[src/rtl/dpram_be_clr_if.sv]
// Bus bundle for dpram_be_clr: read/write request signals toward the RAM,
// read data, read-valid and clear-busy flag back to the requester.
interface dpram_be_clr_if #(
  parameter int WIDTH      = 16,
  parameter int ADDR_WIDTH = 4
);
  logic                  RCSN;
  logic [ADDR_WIDTH-1:0] RA;
  logic                  WCSN;
  logic                  WEN;
  logic [WIDTH/8-1:0]    BEN;
  logic [ADDR_WIDTH-1:0] WA;
  logic [WIDTH-1:0]      D;
  logic [WIDTH-1:0]      Q;
  logic                  QV;
  logic                  BUSY;

  modport master (
    output RCSN, RA, WCSN, WEN, BEN, WA, D,
    input  Q, QV, BUSY
  );

  modport slave (
    input  RCSN, RA, WCSN, WEN, BEN, WA, D,
    output Q, QV, BUSY
  );
endinterface

[src/rtl/dpram_be_clr.sv]
// Single-clock 1R/1W RAM with active-low byte-lane write enables, selectable
// same-address collision policy, optional output register and post-reset clear.
module dpram_be_clr #(
  parameter int WORDS      = 16,
  parameter int WIDTH      = 16,
  parameter int ADDR_WIDTH = 4,
  parameter int COLL_MODE  = 1,
  parameter int OUT_REG    = 0,
  parameter int CLR_EN     = 1
) (
  input  logic           CLK,
  input  logic           RSTN,
  dpram_be_clr_if.slave  bus
);

  localparam int LANES = WIDTH / 8;

  typedef enum logic {ST_CLEAR, ST_READY} state_t;

  state_t                state_q, state_d;
  logic [ADDR_WIDTH-1:0] cnt_q, cnt_d;
  logic                  busy;

  logic [WIDTH-1:0]      mem_q [WORDS];

  logic                  ra_ok, wa_ok;
  logic                  rd_req, wr_req, coll;
  logic [ADDR_WIDTH-1:0] wr_addr, rd_idx;
  logic [WIDTH-1:0]      wr_data;
  logic [LANES-1:0]      wr_lane;
  logic [WIDTH-1:0]      q_p0;

  logic [WIDTH-1:0]      q_p1_q, q_p1_d;
  logic                  vld_p1_q, vld_p1_d;

  // Lanes written in the same edge as a read of the same word take their
  // value from the collision policy; unwritten lanes always keep old data.
  function automatic logic [WIDTH-1:0] resolve_collision(
    input logic [WIDTH-1:0] old_data,
    input logic [WIDTH-1:0] new_data,
    input logic [LANES-1:0] lane_hit
  );
    logic [WIDTH-1:0] r;
    r = old_data;
    for (int i = 0; i < LANES; i++) begin
      if (lane_hit[i]) begin
        if (COLL_MODE == 0)
          r[8*i +: 8] = 'x;
        else if (COLL_MODE == 2)
          r[8*i +: 8] = new_data[8*i +: 8];
      end
    end
    return r;
  endfunction

  assign busy     = (state_q == ST_CLEAR);
  assign bus.BUSY = busy;

  always_comb begin
    state_d = state_q;
    cnt_d   = cnt_q;
    if (state_q == ST_CLEAR) begin
      cnt_d = cnt_q + 1'b1;
      if (32'(cnt_q) == WORDS - 1) begin
        state_d = ST_READY;
        cnt_d   = '0;
      end
    end
  end

  always_ff @(posedge CLK or negedge RSTN) begin
    if (!RSTN) begin
      state_q <= (CLR_EN != 0) ? ST_CLEAR : ST_READY;
      cnt_q   <= '0;
    end else begin
      state_q <= state_d;
      cnt_q   <= cnt_d;
    end
  end

  always_comb begin
    ra_ok   = 32'(bus.RA) < WORDS;
    wa_ok   = 32'(bus.WA) < WORDS;
    wr_req  = !busy && !bus.WCSN && !bus.WEN && wa_ok;
    rd_req  = !busy && !bus.RCSN;
    coll    = rd_req && wr_req && (bus.RA == bus.WA);
    wr_addr = busy ? cnt_q : bus.WA;
    wr_data = busy ? '0 : bus.D;
    rd_idx  = ra_ok ? bus.RA : '0;
    for (int i = 0; i < LANES; i++)
      wr_lane[i] = busy || (wr_req && !bus.BEN[i]);
  end

  // The clear sequencer shares the write port; the array itself is not reset.
  always_ff @(posedge CLK) begin
    for (int i = 0; i < LANES; i++)
      if (wr_lane[i])
        mem_q[wr_addr][8*i +: 8] <= wr_data[8*i +: 8];
  end

  // p0: array lookup with collision resolution
  always_comb begin
    q_p0 = '0;
    if (ra_ok)
      q_p0 = resolve_collision(mem_q[rd_idx], bus.D, coll ? ~bus.BEN : '0);
    q_p1_d   = rd_req ? q_p0 : q_p1_q;
    vld_p1_d = rd_req;
  end

  // p1: first read register, Q holds when no read is issued
  always_ff @(posedge CLK or negedge RSTN) begin
    if (!RSTN) begin
      q_p1_q   <= '0;
      vld_p1_q <= 1'b0;
    end else begin
      q_p1_q   <= q_p1_d;
      vld_p1_q <= vld_p1_d;
    end
  end

  // p2: optional output register
  if (OUT_REG != 0) begin : g_out_reg
    logic [WIDTH-1:0] q_p2_q, q_p2_d;
    logic             vld_p2_q, vld_p2_d;

    always_comb begin
      q_p2_d   = vld_p1_q ? q_p1_q : q_p2_q;
      vld_p2_d = vld_p1_q;
    end

    always_ff @(posedge CLK or negedge RSTN) begin
      if (!RSTN) begin
        q_p2_q   <= '0;
        vld_p2_q <= 1'b0;
      end else begin
        q_p2_q   <= q_p2_d;
        vld_p2_q <= vld_p2_d;
      end
    end

    assign bus.Q  = q_p2_q;
    assign bus.QV = vld_p2_q;
  end else begin : g_no_out_reg
    assign bus.Q  = q_p1_q;
    assign bus.QV = vld_p1_q;
  end

endmodule

[src/flat_wrapper.sv]
// flat-port wrapper written by rule: the top's interface ports become plain ports
module dpram_be_clr_flat 
#(
  parameter int WORDS      = 16,
  parameter int WIDTH      = 16,
  parameter int ADDR_WIDTH = 4,
  parameter int COLL_MODE  = 1,
  parameter int OUT_REG    = 0,
  parameter int CLR_EN     = 1
)
  (CLK, RSTN, bus_RCSN, bus_RA, bus_WCSN, bus_WEN, bus_BEN, bus_WA, bus_D, bus_Q, bus_QV, bus_BUSY);
  dpram_be_clr_if #(.WIDTH(WIDTH), .ADDR_WIDTH(ADDR_WIDTH)) bus_i ();
  input  logic CLK;
  input  logic RSTN;
  input wire logic [$bits(bus_i.RCSN)-1:0] bus_RCSN;
  input wire logic [$bits(bus_i.RA)-1:0] bus_RA;
  input wire logic [$bits(bus_i.WCSN)-1:0] bus_WCSN;
  input wire logic [$bits(bus_i.WEN)-1:0] bus_WEN;
  input wire logic [$bits(bus_i.BEN)-1:0] bus_BEN;
  input wire logic [$bits(bus_i.WA)-1:0] bus_WA;
  input wire logic [$bits(bus_i.D)-1:0] bus_D;
  output wire logic [$bits(bus_i.Q)-1:0] bus_Q;
  output wire logic [$bits(bus_i.QV)-1:0] bus_QV;
  output wire logic [$bits(bus_i.BUSY)-1:0] bus_BUSY;
  assign bus_i.RCSN = bus_RCSN;
  assign bus_i.RA = bus_RA;
  assign bus_i.WCSN = bus_WCSN;
  assign bus_i.WEN = bus_WEN;
  assign bus_i.BEN = bus_BEN;
  assign bus_i.WA = bus_WA;
  assign bus_i.D = bus_D;
  assign bus_Q = bus_i.Q;
  assign bus_QV = bus_i.QV;
  assign bus_BUSY = bus_i.BUSY;
  dpram_be_clr #(.WORDS(WORDS), .WIDTH(WIDTH), .ADDR_WIDTH(ADDR_WIDTH), .COLL_MODE(COLL_MODE), .OUT_REG(OUT_REG), .CLR_EN(CLR_EN)) u_core (.CLK(CLK), .RSTN(RSTN), .bus(bus_i));
endmodule
[config.mk]
export PLATFORM = sky130hd
export DESIGN_NAME = dpram_be_clr_flat
export DESIGN_NICKNAME = d
export VERILOG_FILES = /design/src/rtl/dpram_be_clr_if.sv /design/src/rtl/dpram_be_clr.sv /design/src/flat_wrapper.sv
export SDC_FILE = /design/constraint.sdc
export NUM_CORES = 1
export LEC_CHECK = 0
export ABC_AREA = 1
export CAP_MARGIN = 10
export CORE_MARGIN = 3
export CORE_UTILIZATION = 41
export CTS_CLUSTER_DIAMETER = 30
export CTS_CLUSTER_SIZE = 10
export DETAILED_ROUTE_END_ITERATION = 16
export PLACE_DENSITY = 0.64
export SYNTH_ARGS = -nofsm -noshare
export SYNTH_HDL_FRONTEND = slang
export SYNTH_SLANG_ARGS = --single-unit
[constraint.sdc]
create_clock -name CLK -period 1.75 [get_ports CLK]
set_clock_uncertainty 0.05 [all_clocks]
set_input_delay 0.175 -clock CLK [delete_from_list [all_inputs] [get_ports CLK]]
set_output_delay 0.175 -clock CLK [all_outputs]
set_load 0.02 [all_outputs]
* After elaboration in Yosys (flattened, before gate mapping)
Memories as Yosys holds them, arrays and structs flattened. A register that Yosys moved wholly into a read port is not among the register bits.
Cells that the tools add are included.
** Operators by class
- $add $sub $neg :: 1
- $mul :: 0
- Div/mod/pow operators :: 0
- Magnitude comparators :: 0
- Equality and inequality tests :: 1
- Shift operators :: 0
- Mux-type cells :: 9
- Bitwise operators :: 1
- Reduce and logical (&&, ||, !) cells :: 13
** Operators with widths (number)
- $mux 16 :: 1
- $mux 4 :: 2
- $logic_not 1->1 :: 6
- $mux 1 :: 6
- $logic_and 1x1->1 :: 5
- $add 4x1->4 const B :: 1
- $eq 4x4->1 const B :: 1
- $logic_or 1x1->1 :: 2
- $not 1->1 :: 1
** Word-level totals
- Register bits :: 6
- Latch bits :: 0
- Memory bits (writable) :: 256
- ROM bits :: 0
- Memories kept :: 1
** Memory list
- u_core.mem_q :: words 16, bits a word 16, read ports 1, clocked after memory_dff 1, wr ports 1, RTL line dpram_be_clr.sv:24 : logic [WIDTH-1:0] mem_q [WORDS];

* Depth between registers and ports, before layout
Gate-level depths: netlist (run 1).
- Depth in word-level cells :: 7
- Depth in mapped cells :: 11
- Gate-level depth less buffers :: 9

* Worst setup path after synthesis (run 1)
No wires, ideal clock.
- Path type :: reg2reg
- From :: register u_core.state_q
- To :: memory u_core.mem_q[12][0] (enable)
- Library setup time :: 0.370 ns
- Data arrival time :: 1.491 ns
- Data required time :: 1.330 ns
- Slack :: -0.161 ns
- Stages on the path, launching flop included :: 9
- Buffers on the path :: 1
- Clock period less this slack :: 1.911 ns
- Cell sequence :: dfrtp_1 -> inv_2 -> buf_6 -> nor2_2 -> nor2_4 -> inv_2 -> nor2_4 -> nand2_1 -> nor2_1
** Between the ends
- Elaborated cells between the ends (all ways) :: 8
- Those cells by class :: 3 x mux; 1 x bitwise; 4 x reduce/logical
** RTL lines
- from (decl) :: RTL line dpram_be_clr.sv:20 : state_t state_q, state_d;
- from (signal assigned) :: RTL line dpram_be_clr.sv:73 : state_q <= (CLR_EN != 0) ? ST_CLEAR : ST_READY;
- from (signal assigned) :: RTL line dpram_be_clr.sv:76 : state_q <= state_d;
- $not 1->1
- net bus_BUSY :: RTL line flat_wrapper.sv:24 : output wire logic [$bits(bus_i.BUSY)-1:0] bus_BUSY;
- $logic_or 1x1->1 :: RTL line dpram_be_clr.sv:91 : wr_lane[i] = busy || (wr_req && !bus.BEN[i]);
- $mux 1 :: RTL line dpram_be_clr.sv:97 : if (wr_lane[i])
- $mux 1 (not written as such) :: RTL line dpram_be_clr.sv:98 : mem_q[wr_addr][8*i +: 8] <= wr_data[8*i +: 8];
- to (decl) :: RTL line dpram_be_clr.sv:24
The timed path passes the listed nets, and every way through them passes these cells.

* Worst setup path in the final report (run 1)
- From :: register u_core.state_q
- To :: memory u_core.mem_q[4][7] (enable)
** Between the ends
- Longest elaborated chain between the ends :: 6
- Elaborated cells between the ends (all ways) :: 8
- Those cells by class :: 3 x mux; 1 x bitwise; 4 x reduce/logical
** Ends and longest elaborated chain
- $logic_and 1x1->1 (2 in a row) :: RTL line dpram_be_clr.sv:84 : wr_req = !busy && !bus.WCSN && !bus.WEN && wa_ok;
- $logic_and 1x1->1 :: RTL line dpram_be_clr.sv:91
- $logic_or 1x1->1 :: RTL line dpram_be_clr.sv:91
- $mux 1 :: RTL line dpram_be_clr.sv:97
- $mux 1 (not written as such) :: RTL line dpram_be_clr.sv:98
Parallel ways exist; a longest one is shown, timed or not.

==> results of run 1 <==
## flip-flops by register name, summed over array words and instances, names as in the netlist
signal and count:
u_core.cnt_q 4, u_core.bus.QV 1, u_core.bus.Q 16, u_core.mem_q 256, u_core.state_q 1
## layout make-up
type	instances	area, um^2	share of cell area, %
Clock buffer	58	1370	9.13
Clock inverter	38	377	2.52
Inverter	34	135	0.903
Multi-Input combinational cell	673	3070	20.5
Sequential cell	278	8240	55.0
Tap cell	372	465	3.11
Timing Repair Buffer	118	1320	8.83
## logic make-up after synthesis
family / share of synthesized area [%]
buffers and inverters: 3.62
xor gates and xnor gates: 0.0759
DFF: 71.4
adders and majority gates: 0.108
and+or+nand+nor: 24.1
AOI/OAI and AO/OA: 0.748
## worst max-delay path by stage
| stage | start | end | slack (ns) | depth (start not counted) |
|---|---|---|---|---|
| finish | u_core.state_q$_DFF_PN0_ | u_core.mem_q[4][7]$_DFFE_PP_ | -0.09 | 7 |
| global route | u_core.state_q$_DFF_PN0_ | u_core.mem_q[8][7]$_DFFE_PP_ | -0.18 | 8 |
| CTS | u_core.state_q$_DFF_PN0_ | u_core.mem_q[14][13]$_DFFE_PP_ | -0.08 | 7 |
| detailed placement | bus_WA[3] | u_core.mem_q[4][10]$_DFFE_PP_ | -0.20 | 7 |
| global placement | u_core.state_q$_DFF_PN0_ | u_core.mem_q[8][10]$_DFFE_PP_ | -0.18 | 7 |
| floorplan | u_core.state_q$_DFF_PN0_ | u_core.mem_q[0][0]$_DFFE_PP_ | -0.12 | 6 |
## per-stage QoR
step                      hold WS, ns  TNS [ns]  total power [uW]  setup slack, ns  instance area, um^2
final                           0.327     -9.38             18100          -0.0883                15000
after global routing            0.343    -32.47             18700           -0.182                15000
after CTS                       0.282     -8.95             18300          -0.0781                14900
after detailed placement        0.415    -39.11              8600           -0.203                13000
after global placement          0.412    -34.37              8590           -0.181                13000
after floorplan                -0.171    -13.92              8090           -0.119                11600
## synth_stat cells (all sizes together)
cell	number	area, um^2
xor2	1	8.76
o21ai	4	31.3
nand4	1	6.26
inv	34	130
dfrtp	22	551
or2	1	6.26
clkbuf	11	41.3
a31oi	2	42.5
nand2	423	1590
a21oi	1	5.00
nor2	43	199
ha	1	12.5
nand3	195	976
buf	47	246
edfxtp	256	7690
o21a	1	7.51
## routing by layer
layer | up-vias | global-route usage (%) | wire length [um] | share of wire (%)
met5 | - | 0 | 0 | 0
met3 | 48 | 4.80 | 2380 | 8.5
met1 | 3681 | 27.1 | 12900 | 46
met4 | 0 | 5.03 | 465 | 1.7
met2 | 304 | 26.9 | 12300 | 44
li1 | 3799 | - | - | -
## power groups by stage
stage,registers [uW],clock network (uW),logic (uW)
6_report,7350,9610,1160
5_1_grt,7350,10100,1270
4_1_cts,7350,9770,1160
3_5_place_dp,7480,0,1130
3_3_place_gp,7480,0,1120
2_1_floorplan,7530,0,557
## critical path: stages, from the launching register on
cell	delay (ns)
sky130_fd_sc_hd__dfrtp_2	0.42
sky130_fd_sc_hd__inv_2	0.07
sky130_fd_sc_hd__or2_4	0.24
sky130_fd_sc_hd__o21ai_4	0.08
sky130_fd_sc_hd__inv_4	0.07
sky130_fd_sc_hd__nor2_4	0.25
sky130_fd_sc_hd__nand2_4	0.11
sky130_fd_sc_hd__nor2_4	0.23
## timing repair
action	CTS	global route
hold buffers	1	0
pin swaps	9	14
setup buffers	4	5
resized for setup	31	22
setup endpoints to repair	273	299
endpoints found under the hold margin	22	0
==> results.txt, run 1 <==
The worst hold path passes through 3 cells. The detailed router placed 7832 vias in this run. The run gives 28000 um as the wire length reported by the detailed router. The part of the cycle the worst path needs is 105%.

Once detail routing completed, the nets flagged for antenna violations numbered 0. The repair_antennas step left the layout with diodes totalling 0. After clock tree synthesis, the clock-pin slew on the worst setup and hold paths is 0.05 ns. In this run the static leakage power is 0.00593 uW. TritonCTS built the clock tree.

The overall die width was 174 um. Setup repair after global routing could not meet its margin everywhere. The areal power density over the cells came out at 1210 nW/um^2. Input and output buffers added on the ports amount to 48. The worst-case setup margin in the final layout is -0.0883 ns.

The TritonCTS buffer count is 53, and the overall die height is 174 um. When the netlist entered floorplanning its net count stood at 1075. Subtracting the final worst setup slack from the clock period gives 1.84 ns. The first TritonRoute pass finished after 6 iterations. Data arrives at the worst endpoint at 2.01 ns. Averaged over all synthesized cells, the footprint is 11.1 um^2. In this run the tightest slew margin relative to its limit is 52.3%. Library cell used as clock root buffer: sky130_fd_sc_hd__clkbuf_16. The maximum fanout encountered on the critical timing path is 8. The min-delay analysis places its worst path in the category primary input to flip-flop. Row generation in the floorplan step produced 60 rows.

Synthesized instance count: 1043. The worst setup path is of the flip-flop to flip-flop kind. At the end of the flow the core is filled with cells to 54.8%. The final routed wire length divided by cell count is 17.8 um. The highest clock frequency the design can meet was 544 MHz.

The worst-case IR drop observed on VDD is 628 uV. The final reports fail on negative setup slack. The run finished, with violations left. Cell internal power was estimated by the tool at 14000 uW. The first global-routing pass estimated 43500 um of wire. Across the run, the number of max-cap violations was 0. Reg-to-reg critical path startpoint: u_core.state_q$_DFF_PN0_. Entering global routing, the biggest net connects 65 pins.

The deepest level of the CTS H-tree is 2. The signed area change from the synthesized netlist to the final layout was 29.7%; the cell count after placement was 1465. For the clock insertion delay at the later pin of the skew report, the log shows 0.55 ns. For the number of fill cells, the log shows 2311.

The number of endpoints with negative hold slack in the final report was 0; the placeable core region was 27300 um^2. Setup violations remaining at the end of the flow were counted as 236. The actual slew at the worst max-slew pin is 0.714 ns.

The number of different library cells used by synthesis comes to 24. Setup slack of the most critical reg-to-reg path: -0.09 ns. For the worst flop-to-flop path, the logic depth is 7. Combinational logic burns 6.4% of the power.

The final layout contains 1190 nets. The worst hold path begins at bus_RCSN. The clock net in this run drives a total of 278 sinks. The total overflow left after global routing is 0.

The tools report the total die area as 30200 um^2. The fraction of the yosys area taken by sequential cells came out at 71.4%. After detailed routing, the number of remaining DRC violations is 0. In this run, the clock network consumes 53.0% of the power. The longest clock path from root to sink contains 3 buffers. After legalization and detailed placement, the total HPWL measured 17500 um. The hold-critical path endpoint was u_core.bus.QV$_DFF_PN0_. For this run, the total global-route usage over all layers was measured as 18.3%. The share of cells above drive strength 1 was 17.7%.

Leaving out fill and tap cells, the most frequent cell in the layout is sky130_fd_sc_hd__nand2_1. For the switching power total, the log shows 4130 uW. In this run, flip-flops and latches consume 40.6% of the power.

Once the floorplan was initialized, standard cells occupied 42.2% of the core. The worst setup path is launched from a flip-flop. Excluding fillers, the count of instances in the completed layout stands at 1571.

In the routed layout, each cell is associated on average with a via count of 4.99. In the layout the commonest cells are 412 x sky130_fd_sc_hd__nand2_1, 256 x sky130_fd_sc_hd__edfxtp_1, 195 x sky130_fd_sc_hd__nand3_1. Mapped cell area: 11500 um^2. For the count of synthesis-stage warnings from yosys, the log shows 0. The switching portion of total power is 22.8%, and the post-synthesis sequential element count is 278. The worst setup path is captured at a flip-flop. The initial antenna violation count is 0. Data on the critical path is required at its endpoint by 1.92 ns. For the final RePlAce weighted congestion, the log shows 0.807. The count of boundary I/O pins came out at 49.

The tools report the number of global-route vias before repair as 7758. In this run the critical register-to-register path is captured at u_core.mem_q[4][7]$_DFFE_PP_. The final max-slew violation count was 0; the violation count after the first detailed-route iteration was 704.
Power figures use the tool's default switching activity.
==> inputs of run 2 (changes only) <==
==> constraint.sdc (replaced) <==
create_clock -name CLK -period 1.75 [get_ports CLK]
set_clock_uncertainty 0.05 [all_clocks]
set_input_delay 0.35 -clock CLK [delete_from_list [all_inputs] [get_ports CLK]]
set_output_delay 0.35 -clock CLK [all_outputs]
set_load 0.02 [all_outputs]
==> results.txt, run 2 (same netlist as run 1, synthesis figures left out) <==
The highest clock frequency the design can meet is 542 MHz (was 544 MHz), and the share of power burned in combinational logic is 6.4% (about the same). Setup repair after global routing could not meet its margin everywhere. The tools report the worst-case setup margin in the final layout as -0.0936 ns (was -0.0883 ns). The library cell contributing the largest single delay on the critical path was sky130_fd_sc_hd__dfrtp_2 (unchanged). The share of cells above drive strength 1 came out at 20.7% (was 17.7%). The wire length of the first global-routing pass is 43600 um (was 43500 um), and the maximum buffer depth of the clock tree is 3 (unchanged).

The run finished, with violations left. The TritonCTS buffer count is 55 (was 53), and the number of maximum-capacitance constraint violations is 0 (unchanged). Violated checks: negative setup slack (unchanged). The count of boundary I/O pins was 49 (unchanged). The shortest clock period the worst path allows after layout was 1.84 ns (about the same); the final cell area excluding filler cells was 15500 um^2 (was 15000 um^2).

The areal power density over the cells is 1240 nW/um^2 (was 1210 nW/um^2), and the actual slew at the worst max-slew pin is 0.674 ns (was 0.714 ns). The total track usage was 18.4% (was 18.3%); the final max-slew violation count was 0 (unchanged). The tools report the net count reported at finish as 1204 (was 1190). Number of endpoints with negative hold slack in the final report: 0 (unchanged). The run gives 4220 uW (was 4130 uW) as the switching power total. Number of flip-flops under the largest register name: 256 (unchanged).

The overall die width works out to 174 um (unchanged). TritonCTS built the clock tree. The placeable core region is 27300 um^2 (unchanged).

The type of destination of the critical path is a flip-flop (unchanged). The tools report the type of origin of the critical path as a flip-flop (unchanged). The vias per cell is 5.04 (was 4.99).

Crit-path cells: buf_6, nor2_4, nor2_4, buf_12, nor2_4, nand2_2, nor2_2, buf_6 (was inv_2, or2_4, o21ai_4, inv_4, nor2_4, nand2_4, nor2_4). The placement row count is 60 (unchanged). The overall die height was 174 um (unchanged); the sequential fraction of design power was 38.2% (was 40.6%). Most frequent cells in the layout: 407 x sky130_fd_sc_hd__nand2_1, 256 x sky130_fd_sc_hd__edfxtp_1, 195 x sky130_fd_sc_hd__nand3_1 (was 412 x sky130_fd_sc_hd__nand2_1, 256 x sky130_fd_sc_hd__edfxtp_1, 195 x sky130_fd_sc_hd__nand3_1). The total of endpoints with negative setup slack in the final report was 257 (was 236); the part of the cycle the worst path needs was 105% (about the same).

The run gives 7864 (was 7758) as the number of global-route vias before repair. The tools report the first-pass detailed-route iteration total as 5 (was 6). The top register by number of flip-flops was u_core.mem_q (unchanged). Number of hold buffers added after cts: 0 (was 1). The worst-case headroom to the max-slew limit was 55.1% (was 52.3%); the worst slack at placement was -0.368 ns (was -0.203 ns). The run gives 0 (unchanged) as the detailed-route DRC error count. Type of the tightest min-delay check: primary input to async pin (was primary input to flip-flop). The critical setup path kind was flip-flop to flip-flop (unchanged). Most frequent standard cell in the layout excluding fill and tap cells: sky130_fd_sc_hd__nand2_1 (unchanged). The number of sinks handled by clock tree synthesis is 278 (unchanged). The most prevalent standard cell on the critical path is sky130_fd_sc_hd__nor2_4 (unchanged).

Final RePlAce weighted congestion: 0.859 (was 0.807). Library cell used as clock root buffer: sky130_fd_sc_hd__clkbuf_16 (unchanged). The signed area change from the synthesized netlist to the final layout was 34.6% (was 29.7%). The run gives 8013 (was 7832) as the detailed-route via count. The maximum single-stage delay on the critical path was 0.45 ns (was 0.42 ns).

The logs give 792 (was 704) for the violation count after the first detailed-route iteration and 0 (unchanged) for the total congestion overflow. Leakage component of the power: 0.00605 uW (was 0.00593 uW). Clock transition at the register clock pins on the worst setup and hold paths after CTS: 0.05 ns (about the same). Final routed wire length divided by cell count: 17.9 um (was 17.8 um).

Maximum fanout encountered on the critical timing path: 8 (unchanged). Wire length reported by the detailed router: 28400 um (was 28000 um). The tools report the power share of the clock group as 55.4% (was 53.0%). The standard cell area after detailed placement came out at 13000 um^2 (about the same). The initial core utilization is 42.2% (unchanged), and the deepest level of the CTS H-tree is 2 (unchanged). The number of buffer cells added on primary ports was 48 (unchanged).

For the antenna cell count, the log shows 0 (unchanged). The logs give 2.05 ns (was 2.01 ns) for the arrival time reported for the critical path endpoint and 65 (unchanged) for the largest net degree at the start of global routing. The post-detailed-placement half-perimeter wirelength was 17900 um (was 17500 um); the initial antenna violation count was 0 (unchanged).

The count of antenna-violating nets left after detailed routing came out at 0 (unchanged). The clock insertion delay at the later pin of the skew report was 0.56 ns (was 0.55 ns); the internal power was 15000 uW (was 14000 uW). The data required time at the worst endpoint was 1.96 ns (was 1.92 ns); the switching portion of total power was 22.0% (was 22.8%).

The number of fill cells came out at 2210 (was 2311). The tools report the total die area as 30200 um^2 (unchanged). The worst ir drop on vdd came out at 770 uV (was 628 uV).
==> run 2: stage by stage <==
stage / std cells / total power (uW) / utilization, % / hold WS (ns) / TNS [ns]
6_report: 1589 / 19200 / 56.8 / 0.118 / -14.83
2_1_floorplan: 1043 / 8090 / - / 0.00441 / -13.92
3_5_place_dp: 1468 / 8620 / 47.7 / 0.416 / -84.68
3_3_place_gp: 1468 / 8610 / 47.7 / 0.412 / -76.55
5_1_grt: 1589 / 19900 / 56.8 / 0.131 / -35.87
4_1_cts: 1576 / 19300 / 55.4 / 0.109 / -9.94
==> run 2: critical path: cells and delay by family (launching register included) <==
| family | cells | cell delay [ns] |
|---|---|---|
| buf+inv | 3 | 0.42 |
| flops | 1 | 0.45 |
| simple gates | 5 | 0.63 |
==> run 2: layout make-up <==
cell class	count	area [um^2]	share of cell area [%]
sequential	278	8240	53.1
multi-input combinational	673	3170	20.4
timing repair buffer	130	1560	10.0
clock buffer	62	1430	9.24
clock inverter	40	494	3.18
tap	372	465	3.00
inverter	34	166	1.07
==> run 2: worst paths after layout <==
path                                             start                       endpoint  slack (ns)  depth (start not counted)
hold / removal                                    RSTN    u_core.cnt_q[2]$_DFFE_PN0N_        0.12                          2
hold reg to reg            u_core.bus.Q[1]$_DFFE_PN0P_    u_core.bus.Q[1]$_DFFE_PN0P_        0.42                          2
setup reg to reg              u_core.state_q$_DFF_PN0_  u_core.mem_q[8][14]$_DFFE_PP_       -0.09                          8
setup / recovery              u_core.state_q$_DFF_PN0_  u_core.mem_q[8][14]$_DFFE_PP_       -0.09                          8
max in group asynchronous                         RSTN   u_core.bus.Q[10]$_DFFE_PN0P_        1.24                          2
min in group CLK           u_core.bus.Q[1]$_DFFE_PN0P_    u_core.bus.Q[1]$_DFFE_PN0P_        0.42                          2
==> run 2: metal layers <==
layer	routed length, um	GRT usage, %	part of all wire (%)	up-vias
met4	550	5.56	1.9	0
met3	2400	3.96	8.4	43
li1	-	-	-	3836
met5	0	0	0	-
met2	12500	27.1	44	350
met1	13000	27.5	46	3784
==> run 2: power by group through the flow <==
stage	clock (uW)	sequential (uW)	combinational (uW)
final	10600	7350	1230
after detailed placement	0	7480	1140
after floorplan	0	7530	557
after global routing	11200	7350	1340
after global placement	0	7470	1130
after CTS	10800	7350	1140
==> run 2: timing repair <==
item,CTS,global route
endpoints found under the hold margin,0,0
setup buffers,6,13
gates resized for setup,64,46
pin swaps,18,23
setup endpoints to repair,274,384
==> inputs of run 3 (changes only) <==
Settings changed: CORE_ASPECT_RATIO from default to 0.5, PLACE_DENSITY 0.64 to 0.62.
Clock period 1.75 ns to 2.2 ns, I/O delays scaled along.
==> results.txt, run 3 (same netlist as run 1, synthesis figures left out) <==
The detailed-route DRC error count is 0 (unchanged), and the actual slew at the worst max-slew pin is 0.562 ns (was 0.674 ns). The critical setup path kind was flip-flop to output pin (was flip-flop to flip-flop). The maximum buffer depth of the clock tree is 3 (unchanged).

Clock transition at the register clock pins on the worst setup and hold paths after CTS: 0.05 ns (about the same). The number of hold buffers added after cts was 0 (unchanged). Crit-path cells: inv_2, buf_4, clkbuf_2 (was buf_6, nor2_4, nor2_4, buf_12, nor2_4, nand2_2, nor2_2, buf_6). The share of power burned in combinational logic was 6.7% (was 6.4%); the switching power total was 2840 uW (was 4220 uW). The part of the cycle the worst path needs is 91.5%.

The TritonCTS buffer count was 42 (was 55); the placeable core region was 27100 um^2 (was 27300 um^2). The clock insertion delay at the later pin of the skew report is 0.51 ns (was 0.56 ns), and the number of flip-flops under the largest register name is 256 (unchanged). First-pass detailed-route iteration total: 5 (unchanged).

The count of buffering cells on the critical path with inverters included is 3 (unchanged). The run gives 42.6% (was 42.2%) as the initial core utilization. The run gives 0 (unchanged) as the final max-slew violation count. The worst ir drop on vdd is 416 uV (was 770 uV), and the count of boundary I/O pins is 49 (unchanged). The post-CTS repair timing setup buffer count came out at 0 (was 6). The overall die width works out to 243 um (was 174 um). The tools report the type of destination of the critical path as an output pin (was a flip-flop). The run gives 0 (unchanged) as the initial antenna violation count.

The tools report the worst-case headroom to the max-slew limit as 62.5% (was 55.1%). The share of cells above drive strength 1 was 13.0% (was 20.7%). The tools report the worst setup path startpoint as u_core.state_q$_DFF_PN0_ (unchanged).

The kind of cell adding the most delay to the critical path is buffers and inverters (was simple AND/OR/NAND/NOR gates). The number of sinks handled by clock tree synthesis is 278 (unchanged), and the overall die height is 125 um (was 174 um). The run gives 0 (unchanged) as the count of antenna-violating nets left after detailed routing.

The number of maximum-capacitance constraint violations is 0 (unchanged), and the total die area is 30300 um^2 (was 30200 um^2). Areal power density over the cells: 913 nW/um^2 (was 1240 nW/um^2). The run finished with clean final reports.

The tools report the library cell used as clock root buffer as sky130_fd_sc_hd__clkbuf_16 (unchanged). Logic depth of the worst setup path including buffers: 3 (was 8). The largest net degree at the start of global routing came out at 65 (unchanged). The core occupancy in the finished layout is 52.3% (was 56.8%), and the number of buffer cells added on primary ports is 48 (unchanged). For the sequential fraction of design power, the log shows 45.3% (was 38.2%). The final routed wire length divided by cell count was 17.5 um (was 17.9 um). The signed area change from the synthesized netlist to the final layout was 22.6% (was 34.6%). The number of endpoints with negative hold slack in the final report is 0 (unchanged). Setup repair after global routing left no endpoint under its margin.

The run gives 7926 (was 7864) as the number of global-route vias before repair. The logs give 14100 um^2 (was 15500 um^2) for the final cell area excluding filler cells and 7911 (was 8013) for the detailed-route via count. The shortest clock period the worst path allows after layout was 2.01 ns; the data required time at the worst endpoint was 1.71 ns (was 1.96 ns).

TritonCTS built the clock tree. For the highest clock frequency the design can meet, the log shows 497 MHz. For the deepest level of the CTS H-tree, the log shows 2 (unchanged). The total track usage was 18.0% (was 18.4%).

The count of cells along the worst register-to-register path is 6 (was 8). The net count reported at finish is 1181 (was 1204), and the placement row count is 42 (was 60). Type of origin of the critical path: a flip-flop (unchanged). Wire length reported by the detailed router: 27300 um (was 28400 um).

Total of endpoints with negative setup slack in the final report: 0 (was 257). Library cell contributing the largest single delay on the critical path: sky130_fd_sc_hd__dfrtp_2 (unchanged). The tools report the internal power as 10100 uW (was 15000 uW). The worst setup path endpoint was bus_BUSY (was u_core.mem_q[8][14]$_DFFE_PP_). The switching portion of total power works out to 22.0% (about the same). The capturing point of the worst reg2reg path was u_core.mem_q[9][13]$_DFFE_PP_ (was u_core.mem_q[8][14]$_DFFE_PP_).

The run gives 0 ns (was -14.83 ns) as the total negative slack. Top register by number of flip-flops: u_core.mem_q (unchanged). The vias per cell came out at 5.09 (was 5.04).

Type of the tightest min-delay check: primary input to async pin (unchanged). For the leakage component of the power, the log shows 0.00553 uW (was 0.00605 uW). The maximum fanout encountered on the critical timing path is 9 (was 8). Most frequent cells in the layout: 423 x sky130_fd_sc_hd__nand2_1, 256 x sky130_fd_sc_hd__edfxtp_1, 195 x sky130_fd_sc_hd__nand3_1 (was 407 x sky130_fd_sc_hd__nand2_1, 256 x sky130_fd_sc_hd__edfxtp_1, 195 x sky130_fd_sc_hd__nand3_1). The setup slack of the most critical reg-to-reg path was 0.27 ns (was -0.09 ns). The maximum single-stage delay on the critical path is 0.48 ns (was 0.45 ns).

Most frequent standard cell in the layout excluding fill and tap cells: sky130_fd_sc_hd__nand2_1 (unchanged). The tools report the arrival time reported for the critical path endpoint as 1.52 ns (was 2.05 ns). Total congestion overflow: 0 (unchanged). For the final RePlAce weighted congestion, the log shows 0.808 (was 0.859).

The antenna cell count came out at 0 (unchanged). The power share of the clock group is 48.0% (was 55.4%). The reg-to-reg critical path startpoint is u_core.state_q$_DFF_PN0_ (unchanged). The wire length of the first global-routing pass was 42600 um (was 43600 um); the post-detailed-placement half-perimeter wirelength was 17500 um (was 17900 um).

The logs give 732 (was 792) for the violation count after the first detailed-route iteration and 12800 um^2 (was 13000 um^2) for the standard cell area after detailed placement.
## run 3: cell types whose count changed in the layout (fill, tap and decap cells not counted), sizes merged, moves of 7 or more
cell,delta
buf,-11
bufinv,-7
clkbuf,-10
clkdlybuf4s50,+17
clkinvlp,-12
dlygate4sd2,-17
## run 3: worst min-delay path by stage
stage                                              to  depth (start not counted)                         from  slack [ns]
after floorplan               u_core.bus.QV$_DFF_PN0_                          0                         RSTN        0.09
after global placement    u_core.bus.Q[0]$_DFFE_PN0P_                          2  u_core.bus.Q[0]$_DFFE_PN0P_        0.42
after detailed placement  u_core.bus.Q[2]$_DFFE_PN0P_                          2  u_core.bus.Q[2]$_DFFE_PN0P_        0.42
after CTS                 u_core.bus.Q[1]$_DFFE_PN0P_                          2                         RSTN        0.22
after global routing      u_core.bus.Q[5]$_DFFE_PN0P_                          2                         RSTN        0.25
final                     u_core.bus.Q[4]$_DFFE_PN0P_                          2                         RSTN        0.22
## run 3: through the flow
step	hold WS [ns]	power (uW)	instances	setup WS (ns)
5_1_grt	0.246	13300	1555	0.118
4_1_cts	0.219	13000	1555	0.00772
3_3_place_gp	0.417	6810	1479	0.0222
2_1_floorplan	0.0944	6430	1043	0.289
3_5_place_dp	0.423	6820	1479	-0.0104
6_report	0.220	12900	1555	0.188
## run 3: final cells by class
class                           instances  area [um^2]
Multi-Input combinational cell        673         2880
Clock buffer                           51         1150
Tap cell                              374          468
Fill cell                            2296        12900
Timing Repair Buffer                  120         1080
Inverter                               34          131
Clock inverter                         25          188
Sequential cell                       278         8240
## run 3: metal layers
| layer | vias to the layer above | GRT usage, % | wire (um) | share of wire (%) |
|---|---|---|---|---|
| met2 | 253 | 30.2 | 13100 | 48 |
| met3 | 55 | 2.88 | 1710 | 6.3 |
| met5 | - | 0 | 0 | 0 |
| met4 | 0 | 5.44 | 544 | 2.0 |
| met1 | 3828 | 24.3 | 11900 | 44 |
| li1 | 3775 | - | - | - |
## run 3: repair_timing
action	CTS	global route
resized for setup	2	2
gates cloned	0	0
endpoints found under the setup margin	1	1
## run 3: power groups by stage
stage / Combinational, uW / Clock, uW / Sequential [uW]
finish: 866 / 6200 / 5850
global route: 952 / 6530 / 5850
CTS: 875 / 6280 / 5850
detailed placement: 870 / 0 / 5950
global placement: 861 / 0 / 5950
floorplan: 435 / 0 / 5990
